## config.mk

```make
export PLATFORM = sky130hd
export DESIGN_NAME = rst_sink
export DESIGN_NICKNAME = d
export VERILOG_FILES = /design/src/rtl/rst_sink.sv
export SDC_FILE = /design/constraint.sdc
export NUM_CORES = 1
export LEC_CHECK = 0
export ABC_AREA = 1
export BUFFER_PORTS_ARGS = -buffer_cell sky130_fd_sc_hd__clkbuf_2
export CAP_MARGIN = 20
export CORE_MARGIN = 3
export CORE_UTILIZATION = 45
export CTS_CLUSTER_SIZE = 30
export DETAILED_ROUTE_END_ITERATION = 10
export PLACE_DENSITY_LB_ADDON = 0.2
export SYNTH_ARGS = -nofsm -noshare
export SYNTH_HDL_FRONTEND = slang
export SYNTH_SLANG_ARGS = --single-unit
export TNS_END_PERCENT = 30
```

## constraint.sdc

```tcl
create_clock -name clk -period 3.6 [get_ports clk]
set_clock_uncertainty 0.15 [all_clocks]
set_input_delay 0.18 -clock clk [delete_from_list [all_inputs] [get_ports clk]]
set_output_delay 0.18 -clock clk [all_outputs]
set_load 0.005 [all_outputs]
```

## src/rtl/rst_sink.sv

```systemverilog
// rst_sink: per-domain reset conditioner.
// The incoming active-low reset is asserted asynchronously and released synchronously.
// After release, rst_out stays low for HOLD_CYCLES more cycles.
// A one-cycle software request in RUN produces a timed reset pulse.
// Optional feature: define RST_SINK_EVENT_CNT_EN to build the rst_events counter.
// Without that macro, rst_events is tied to zero.
module rst_sink #(
   parameter int SYNC_STAGES = 2,
   parameter int HOLD_CYCLES = 16,
   parameter int SW_LEN      = 8,
   parameter int CNT_W       = 8
) (
   input  logic             clk,
   input  logic             rst,
   input  logic             sw_rst_req,
   output logic             rst_out,
   output logic             rst_busy,
   output logic             rst_done,
   output logic [CNT_W-1:0] rst_events
);

   typedef enum logic [2:0] {
      S_RESET,
      S_SYNC,
      S_HOLD,
      S_SWRST,
      S_RUN
   } state_t;

   localparam logic [7:0] HOLD_LOAD = 8'(HOLD_CYCLES - 1);
   localparam logic [7:0] SW_LOAD   = 8'(SW_LEN - 1);

   state_t                 state, state_nx;
   logic [7:0]             cnt, cnt_nx;
   logic                   out_nx;
   logic                   done_nx;
   logic [SYNC_STAGES-1:0] sync_q;

   // Release synchronizer: fills with ones once rst is high, stays full afterwards.
   always_ff @(posedge clk or negedge rst) begin
      if (!rst) sync_q <= '0;
      else      sync_q <= {sync_q[SYNC_STAGES-2:0], 1'b1};
   end

   // State, counter and the single output flops for rst_out / rst_done.
   always_ff @(posedge clk or negedge rst) begin
      if (!rst) begin
         state    <= S_RESET;
         cnt      <= '0;
         rst_out  <= 1'b0;
         rst_done <= 1'b0;
      end else begin
         state    <= state_nx;
         cnt      <= cnt_nx;
         rst_out  <= out_nx;
         rst_done <= done_nx;
      end
   end

   // Next-state logic.
   // SYNC ends on the edge where the last stage fills, i.e. when the stage before it is already 1.
   always_comb begin
      state_nx = state;
      cnt_nx   = cnt;
      out_nx   = rst_out;
      done_nx  = 1'b0;
      case (state)
         S_RESET: state_nx = S_SYNC;
         S_SYNC: begin
            if (sync_q[SYNC_STAGES-2]) begin
               state_nx = S_HOLD;
               cnt_nx   = HOLD_LOAD;
            end
         end
         S_HOLD: begin
            if (cnt == '0) begin
               state_nx = S_RUN;
               out_nx   = 1'b1;
               done_nx  = 1'b1;
            end else begin
               cnt_nx = cnt - 8'd1;
            end
         end
         S_SWRST: begin
            if (cnt == '0) begin
               state_nx = S_HOLD;
               cnt_nx   = HOLD_LOAD;
            end else begin
               cnt_nx = cnt - 8'd1;
            end
         end
         S_RUN: begin
            if (sw_rst_req) begin
               state_nx = S_SWRST;
               cnt_nx   = SW_LOAD;
               out_nx   = 1'b0;
            end
         end
         default: state_nx = S_RESET;
      endcase
   end

   assign rst_busy = (state != S_RUN);

`ifdef RST_SINK_EVENT_CNT_EN
   logic             ev_inc;
   logic [CNT_W-1:0] ev_q;

   // A software sequence completes on the SWRST to HOLD transition.
   always_comb begin
      ev_inc = (state == S_SWRST) && (cnt == '0);
   end

   // Saturating count of completed software resets.
   always_ff @(posedge clk or negedge rst) begin
      if (!rst)                       ev_q <= '0;
      else if (ev_inc && ev_q != '1)  ev_q <= ev_q + CNT_W'(1);
   end

   assign rst_events = ev_q;
`else
   assign rst_events = '0;
`endif

endmodule

```

; ---- Word-level counts from Yosys, hierarchy flattened
; Cells that the tools add are included.
; W data, S select, Z words.
[totals]
reg_bits = 14
input_bits = 3
out_inout_bits = 11
[op_classes]
n_addsub = 1
eq_ne = 10
muxes = 15
n_reduce_logical = 7
[op_table]
columns = cell, n
row1 = $mux W8, 4
row2 = $pmux W8 S4, 1
row3 = $pmux W3 S5, 1
row4 = $mux W3, 4
row5 = $ne A2 B2 Y1 const B, 5
row6 = $logic_not A8 Y1, 1
row7 = $reduce_and A4 Y1, 2
row8 = $sub A8 B1 Y8 const B, 1
row9 = $eq A3 B2 Y1 const B, 2
row10 = $mux W1, 4
row11 = $reduce_bool A4 Y1, 1
row12 = $eq A3 B1 Y1 const B, 1
row13 = $eq A3 B3 Y1 const B, 1
row14 = $logic_not A3 Y1, 1
row15 = $ne A3 B3 Y1 const B, 1
row16 = $reduce_and A3 Y1, 1
row17 = $pmux W1 S2, 1
row18 = $reduce_bool A2 Y1, 1

; ---- Longest topological paths before layout
; Gate-level depths: netlist of run 1.
[logic_depth]
word_depth = 3
depth_mapped = 10

; ---- Least setup slack after synthesis of run 1
; Ideal clock, no wire load.
[synth_timing]
path_type = reg2reg
startpoint = reg cnt[0]
endpoint = reg cnt[3]
setup_time_ps = 116
t_arrival_ps = 1257
required_time_ps = 3334
path_slack_ps = 2077
stages_incl_launch_ff = 10
period_less_slack_ps = 1523
cell_sequence = dfrtp_1 -> inv_1 -> ha_1 -> nand3_1 -> nor2_2 -> nand2_2 -> nand2_1 -> nor2_4 -> nand2_1 -> nand2_1
[synth_via]
elab_chain_len = 3
[synth_lines]
columns = item, line
row1 = "start, declared", 34  ; logic [7:0] cnt, cnt_nx;
row2 = "start signal, assigned", 54  ; cnt <= cnt_nx;
row3 = $sub A8 B1 Y8 or $logic_not A8 Y1 (tied branches), -
row4 = $mux W8 (tied with other cells), 85  ; if (cnt == '0) begin
row5 = $pmux W8 S4 or $reduce_and A4 Y1 (tied branches), -
; Parallel ways exist; a longest one is shown, timed or not. The select of a mux whose other input is x is not followed.
; A chain may end at the register's enable or synchronous reset.

; ---- Final worst setup path of run 1
[layout_timing]
startpoint = reg cnt[0]
endpoint = reg cnt[0]
; The elaborated chain is that of the path after synthesis.

==> out/qor.csv, run 1 <==
stage;metric;value;unit
outcome;status;complete, no violations;
floorplan;rows;15;
route;wl_per_cell;10.09;um
sta;setup_slack;1883;ps
logic_synthesis;syn_avg_cell_area;7.005;sq um
route;routed-via-count;722;
layout;fin_nets;141;
placed_design;place_area;912.1;sq um
clock_tree;root_buffer;clkbuf_4;
route;vias_per_cell;4.484;
route;wl_met1;811;um
route;wl_met3;59;um
clock_tree;cts.sinks;14;
global_routing;grt_pass1_vias;643;
placed_design;post-place-ws;1899;ps
setup_path;start_kind;register;
clock_tree;clk_latency;280;ps
global_routing;antenna_found_initial;0;
logic_synthesis;yosysWarnings;0;
floorplan;ioPinCount;14;
setup_path;cp.arrival;1740;ps
route;antenna_left;0;
sta;hold_viol;0;
logic_synthesis;syn_area;889.6;sq um
sta;holdWs;28.25;ps
sta;post-route-period-util;47.69;%
power_and_ir_drop;ir_drop;0.5127;mV
power_and_ir_drop;power_leakage;0.0005836;uW
route;drt_iter0_markers;9;
logic_synthesis;syn_inst;127;
placed_design;hpwl;1.246;mm
setup_path;cp.required;3630;ps
clock_tree;htreeDepth;1;
sta;tns;0;ps
hold_path;whs_path_depth;4;
setup_path;cp_max_fo;5;
sta;layout_min_cycle_time;1717;ps
setup_path;cp-end-kind;register;
logic_synthesis;synth_cell_types;18;
route;drc;0;
floorplan;core;0.001802;sq mm
clock_tree;path_clk_slew;90;ps
setup_path;timing_worst_setup_path_type;reg -> reg;
route;wl_met2;735;um
route;firstDrtPassIters;4;
logic_synthesis;yosys.area.top_type;dfrtp_1;
global_routing;grt_pass1_wl;2.773;mm
logic_synthesis;synth_seq_area_share;39.38;%
power_and_ir_drop;power_density;847.2;mW/mm^2
sta;rsz0062_at_grt;no;
sta;setup_violations;0;
layout;instances_no_fill;161;
flow_run;max_cap_viol_count;0;
floorplan;die_h;50.46;um
clock_tree;clock_path_buffers;2;
layout;antenna_cells;0;
floorplan;dieArea;0.002546;sq mm
clock_tree;cts_setup_buffers;0;
layout;postLayoutCellArea;958.4;sq um
global_routing;grt_max_degree;15;
route;routed_wl;1.624;mm
floorplan;die-width;50.46;um
placed_design;placed_cells;156;
hold_path;hp-class;in -> reg;
global_routing;grt_use_total;14.55;%
route;highest_layer;met4;
setup_path;worstRegToRegCells;9;
logic_synthesis;yosys-top-cells-area;dfrtp_1, nand2_1, inv_1, buf_4, nand3_1;
logic_synthesis;synth_top_area_share;39.38;%
sta;fmax;582.5;MHz
clock_tree;tritoncts;built;
global_routing;grt-ovfl-total;0;
layout;layout-drive-gt1-share;13.97;%
clock_tree;cts_buffers;3;
layout;area_growth;7.736;%
logic_synthesis;synth_seq_cells;14;
placed_design;io_buffers;5;
floorplan;initial_core_util;49.37;%
placed_design;gp_congestion;0.7888;
sta;drv_slew;0;
clock_tree;ctsResizeCount;0;
## registers in the layout, summed over array words and instances, names as in the netlist
register / cells
rst_out: 1
state: 3
sync_q: 1
rst_done: 1
cnt: 8
## Yosys cell counts (all sizes together)
| master | number |
|---|---|
| ha | 1 |
| dfrtp | 14 |
| o211ai | 1 |
| nand2 | 48 |
| nand3 | 13 |
| xor2 | 2 |
| or2 | 1 |
| conb | 2 |
| buf | 8 |
| o21ai | 1 |
| nor2 | 11 |
| nand4 | 3 |
| inv | 22 |
## timing repair
action,in CTS,in global routing
setup endpoints to repair,0,0
hold buffers,1,0
hold endpoints to repair,14,0
## metrics by stage
stage / util, % / total power, uW
3_5_place_dp: 50.63 / 705.8
3_3_place_gp: 50.63 / 691.9
2_1_floorplan: - / 612.5
4_1_cts: 53.19 / 824.0
5_1_grt: 53.19 / 912.5
6_report: 53.19 / 812.0
## layout make-up
cell class / count / area [sq um]
tap: 25 / 31.28
inverter: 22 / 82.58
clock buffer: 4 / 36.28
multi-input combinational: 90 / 422.9
fill: 183 / 843.3
sequential: 14 / 350.3
timing repair buffer: 6 / 35.03
## critical path, stage by stage, from the launching register on
cell     delay [ps]
dfrtp_1         390
inv_1           130
ha_1            220
nand3_1         120
nor2_2          190
nand2_2         110
nand2_1         140
nor2_4           60
nand2_1          60
nand2_1          50
## per-layer routing
metal | track usage (%) | vias to the layer above
li1 | - | 382
met1 | 19.85 | 328
met2 | 21.52 | 10
met3 | 6.231 | 2
met4 | 2.691 | 0
met5 | 0 | -
## power breakdown
| part | switching, uW | internal, uW | leakage (uW) |
|---|---|---|---|
| combinational | 271 | 150 | 0.000391 |
| clock | 53.2 | 61.6 | 0.0000210 |
| sequential | 57.0 | 220 | 0.000171 |
## placed cells by master (no fill, tap or decap), types with 3 or more instances in the layout
| cell | instances |
|---|---|
| inv_1 | 21 |
| clkbuf_2 | 5 |
| nand2_1 | 47 |
| nand3_1 | 11 |
| conb_1 | 9 |
| clkbuf_4 | 3 |
| nand4_1 | 3 |
| dfrtp_1 | 14 |
| nor2_2 | 3 |
| nor2_1 | 6 |
## path summary, 6_finish.rpt
path                                         start              endpoint  slack, ps
worst min register to register  cnt[0]$_DFFE_PN0P_    cnt[0]$_DFFE_PN0P_        350
worst max register to register  cnt[0]$_DFFE_PN0P_    cnt[0]$_DFFE_PN0P_       1880
min in group asynchronous                      rst    cnt[5]$_DFFE_PN0P_        190
worst max-delay path            cnt[0]$_DFFE_PN0P_    cnt[0]$_DFFE_PN0P_       1880
max in group asynchronous                      rst    cnt[1]$_DFFE_PN0P_       2840
worst min-delay path                    sw_rst_req  state[2]$_DFFE_PN0P_         30
## cells by family (layout without fill, tap and decap cells)
family	Yosys count	count (layout)	share of synthesized area (%)
other cells	2	9	0.8442
xor+xnor	2	2	1.969
compound gates	2	2	1.406
fa+ha+maj	1	1	1.406
simple gates	76	76	38.96
flops	14	14	39.38
buf+inv	30	32	16.03
(Power assumes the default switching activity.)
==> run 2: changes to the inputs <==
- clock period: 3.6 -> 1.6 ns (I/O delays scaled with it)
==> run 2 against run 1 <==
Compared with the run above:
- flip-flop and latch count unchanged
- register-to-register slack worse by 1800 ps
- count of clock-buffer cells in the layout stayed put
- die area unchanged
- sequential share of layout area is 2.8 points lower
- sequential power is 120% higher
- hold slack improved by 56 ps
- core utilization rose by 4.4 points
==> out/qor.csv, run 2 (synthesis results as in run 1) <==
stage;metric;value;unit
setup_path;crit_family;simple AND/OR/NAND/NOR gates;
setup_path;startpoint;cnt[0]$_DFFE_PN0P_;
layout;regMostFlops;cnt;
global_routing;use_met3;7.122;%
floorplan;ioPinCount;14;
setup_path;crit_buf_inv;3;
outcome;status;complete, no violations;
sta;setup_slack;102.1;ps
route;routed-via-count;789;
placed_design;io_buffers;5;
power_and_ir_drop;ir_drop;0.8879;mV
route;drt_iter0_markers;29;
placed_design;placed_cells;161;
global_routing;grt_use_total;16.34;%
global_routing;grt-ovfl-total;0;
setup_path;cp_slowest_cell;dfrtp_1;
clock_tree;htreeDepth;1;
layout;area_growth;16.74;%
hold_path;hp-class;in -> async;
sta;post-route-period-util;93.62;%
layout;top_regs;cnt: 8 flops, state: 3 flops;
clock_tree;tritoncts;built;
route;drc;0;
flow_run;max_cap_viol_count;0;
floorplan;initial_core_util;49.37;%
setup_path;cp-end-kind;register;
layout;fin_nets;148;
clock_tree;clock_path_buffers;2;
sta;setup_violations;0;
global_routing;gr-usage-met2;27.17;%
global_routing;antenna_found_initial;0;
sta;fmax;667.6;MHz
setup_path;timing_worst_setup_path_type;reg -> reg;
route;wl_per_cell;10.98;um
floorplan;die_h;50.46;um
layout;antenna_cells;0;
global_routing;grt_max_degree;15;
setup_path;cp.arrival;1580;ps
clock_tree;root_buffer;clkbuf_4;
placed_design;gp_congestion;0.7927;
route;routed_wl;1.845;mm
layout;final_cell_mix;nand2_1, inv_1, dfrtp_1;
placed_design;hpwl;1.359;mm
global_routing;grt_pass1_wl;3.098;mm
clock_tree;clk_latency;280;ps
floorplan;core;0.001802;sq mm
setup_path;start_kind;register;
power_and_ir_drop;power_leakage;0.0006162;uW
sta;drv_slew;0;
layout;final_core_util;57.64;%
sta;holdWs;84.17;ps
route;vias_per_cell;4.696;
global_routing;grt_pass1_vias;741;
floorplan;die-width;50.46;um
layout;largest_reg_flops;8;
layout;instances_no_fill;168;
route;antenna_left;0;
setup_path;cp.required;1680;ps
layout;layout_commonest_cell;nand2_1;
clock_tree;cts_buffers;3;
clock_tree;cts.sinks;14;
setup_path;worst_path_largest_cell_delay;380;ps
global_routing;busiest_layer;met2;
sta;layout_min_cycle_time;1498;ps
setup_path;crit_chain;inv_1, ha_2, buf_4, inv_1, or2_2, nand3_1, nand2_1, nand2_1;
setup_path;cp_max_fo;3;
clock_tree;path_clk_slew;80;ps
route;firstDrtPassIters;4;
placed_design;place_area;949.7;sq um
setup_path;worstReg2RegStart;cnt[0]$_DFFE_PN0P_;
floorplan;rows;15;
layout;layout-drive-gt1-share;20.98;%
sta;hold_viol;0;
layout;postLayoutCellArea;0.001039;sq mm
power_and_ir_drop;power_density;1915;mW/mm^2
floorplan;dieArea;0.002546;sq mm
placed_design;post-place-ws;48.84;ps
global_routing;grt_use_met1;19.63;%
==> run 2: timing repair <==
item	4_1_cts	5_1_grt
hold endpoints to repair	16	0
setup buffers	0	1
endpoints found under the setup margin	0	9
gates resized for setup	0	7
hold buffers	2	0
==> run 2: final cells by class <==
cell class	count	area, sq um
multi-input cells	90	447.9
fillers	196	763.2
inverters	22	82.58
clock buffers	4	36.28
repair buffers	13	90.09
flip-flops and latches	14	350.3
well taps	25	31.28
==> run 2: per-layer routing <==
metal,vias to the layer above,wire [um]
li1,400,-
met1,364,833
met2,23,891
met3,2,108
met4,0,12
met5,-,0
==> run 2: where the power goes <==
group / internal, uW / switching, uW
registers: 495 / 128
logic: 424 / 689
clock network: 139 / 114
==> run 2: metrics by stage <==
| step | total power, uW | TNS (ps) |
|---|---|---|
| 2_1_floorplan | 1378 | 0 |
| 3_3_place_gp | 1644 | 0 |
| 3_5_place_dp | 1674 | 0 |
| 4_1_cts | 1941 | 0 |
| 5_1_grt | 2217 | -169.8 |
| 6_report | 1989 | 0 |
==> run 2: worst paths after layout <==
| path | end | slack, ps | cells past startpoint |
|---|---|---|---|
| worst max-delay path | cnt[2]$_DFFE_PN0P_ | 100 | 8 |
| worst min-delay path | state[0]$_DFFE_PN0P_ | 80 | 2 |
| worst max register to register | cnt[2]$_DFFE_PN0P_ | 100 | 8 |
| worst min register to register | cnt[0]$_DFFE_PN0P_ | 340 | 2 |
| max in group asynchronous | cnt[0]$_DFFE_PN0P_ | 940 | 2 |
| min in group clk | cnt[0]$_DFFE_PN0P_ | 340 | 2 |
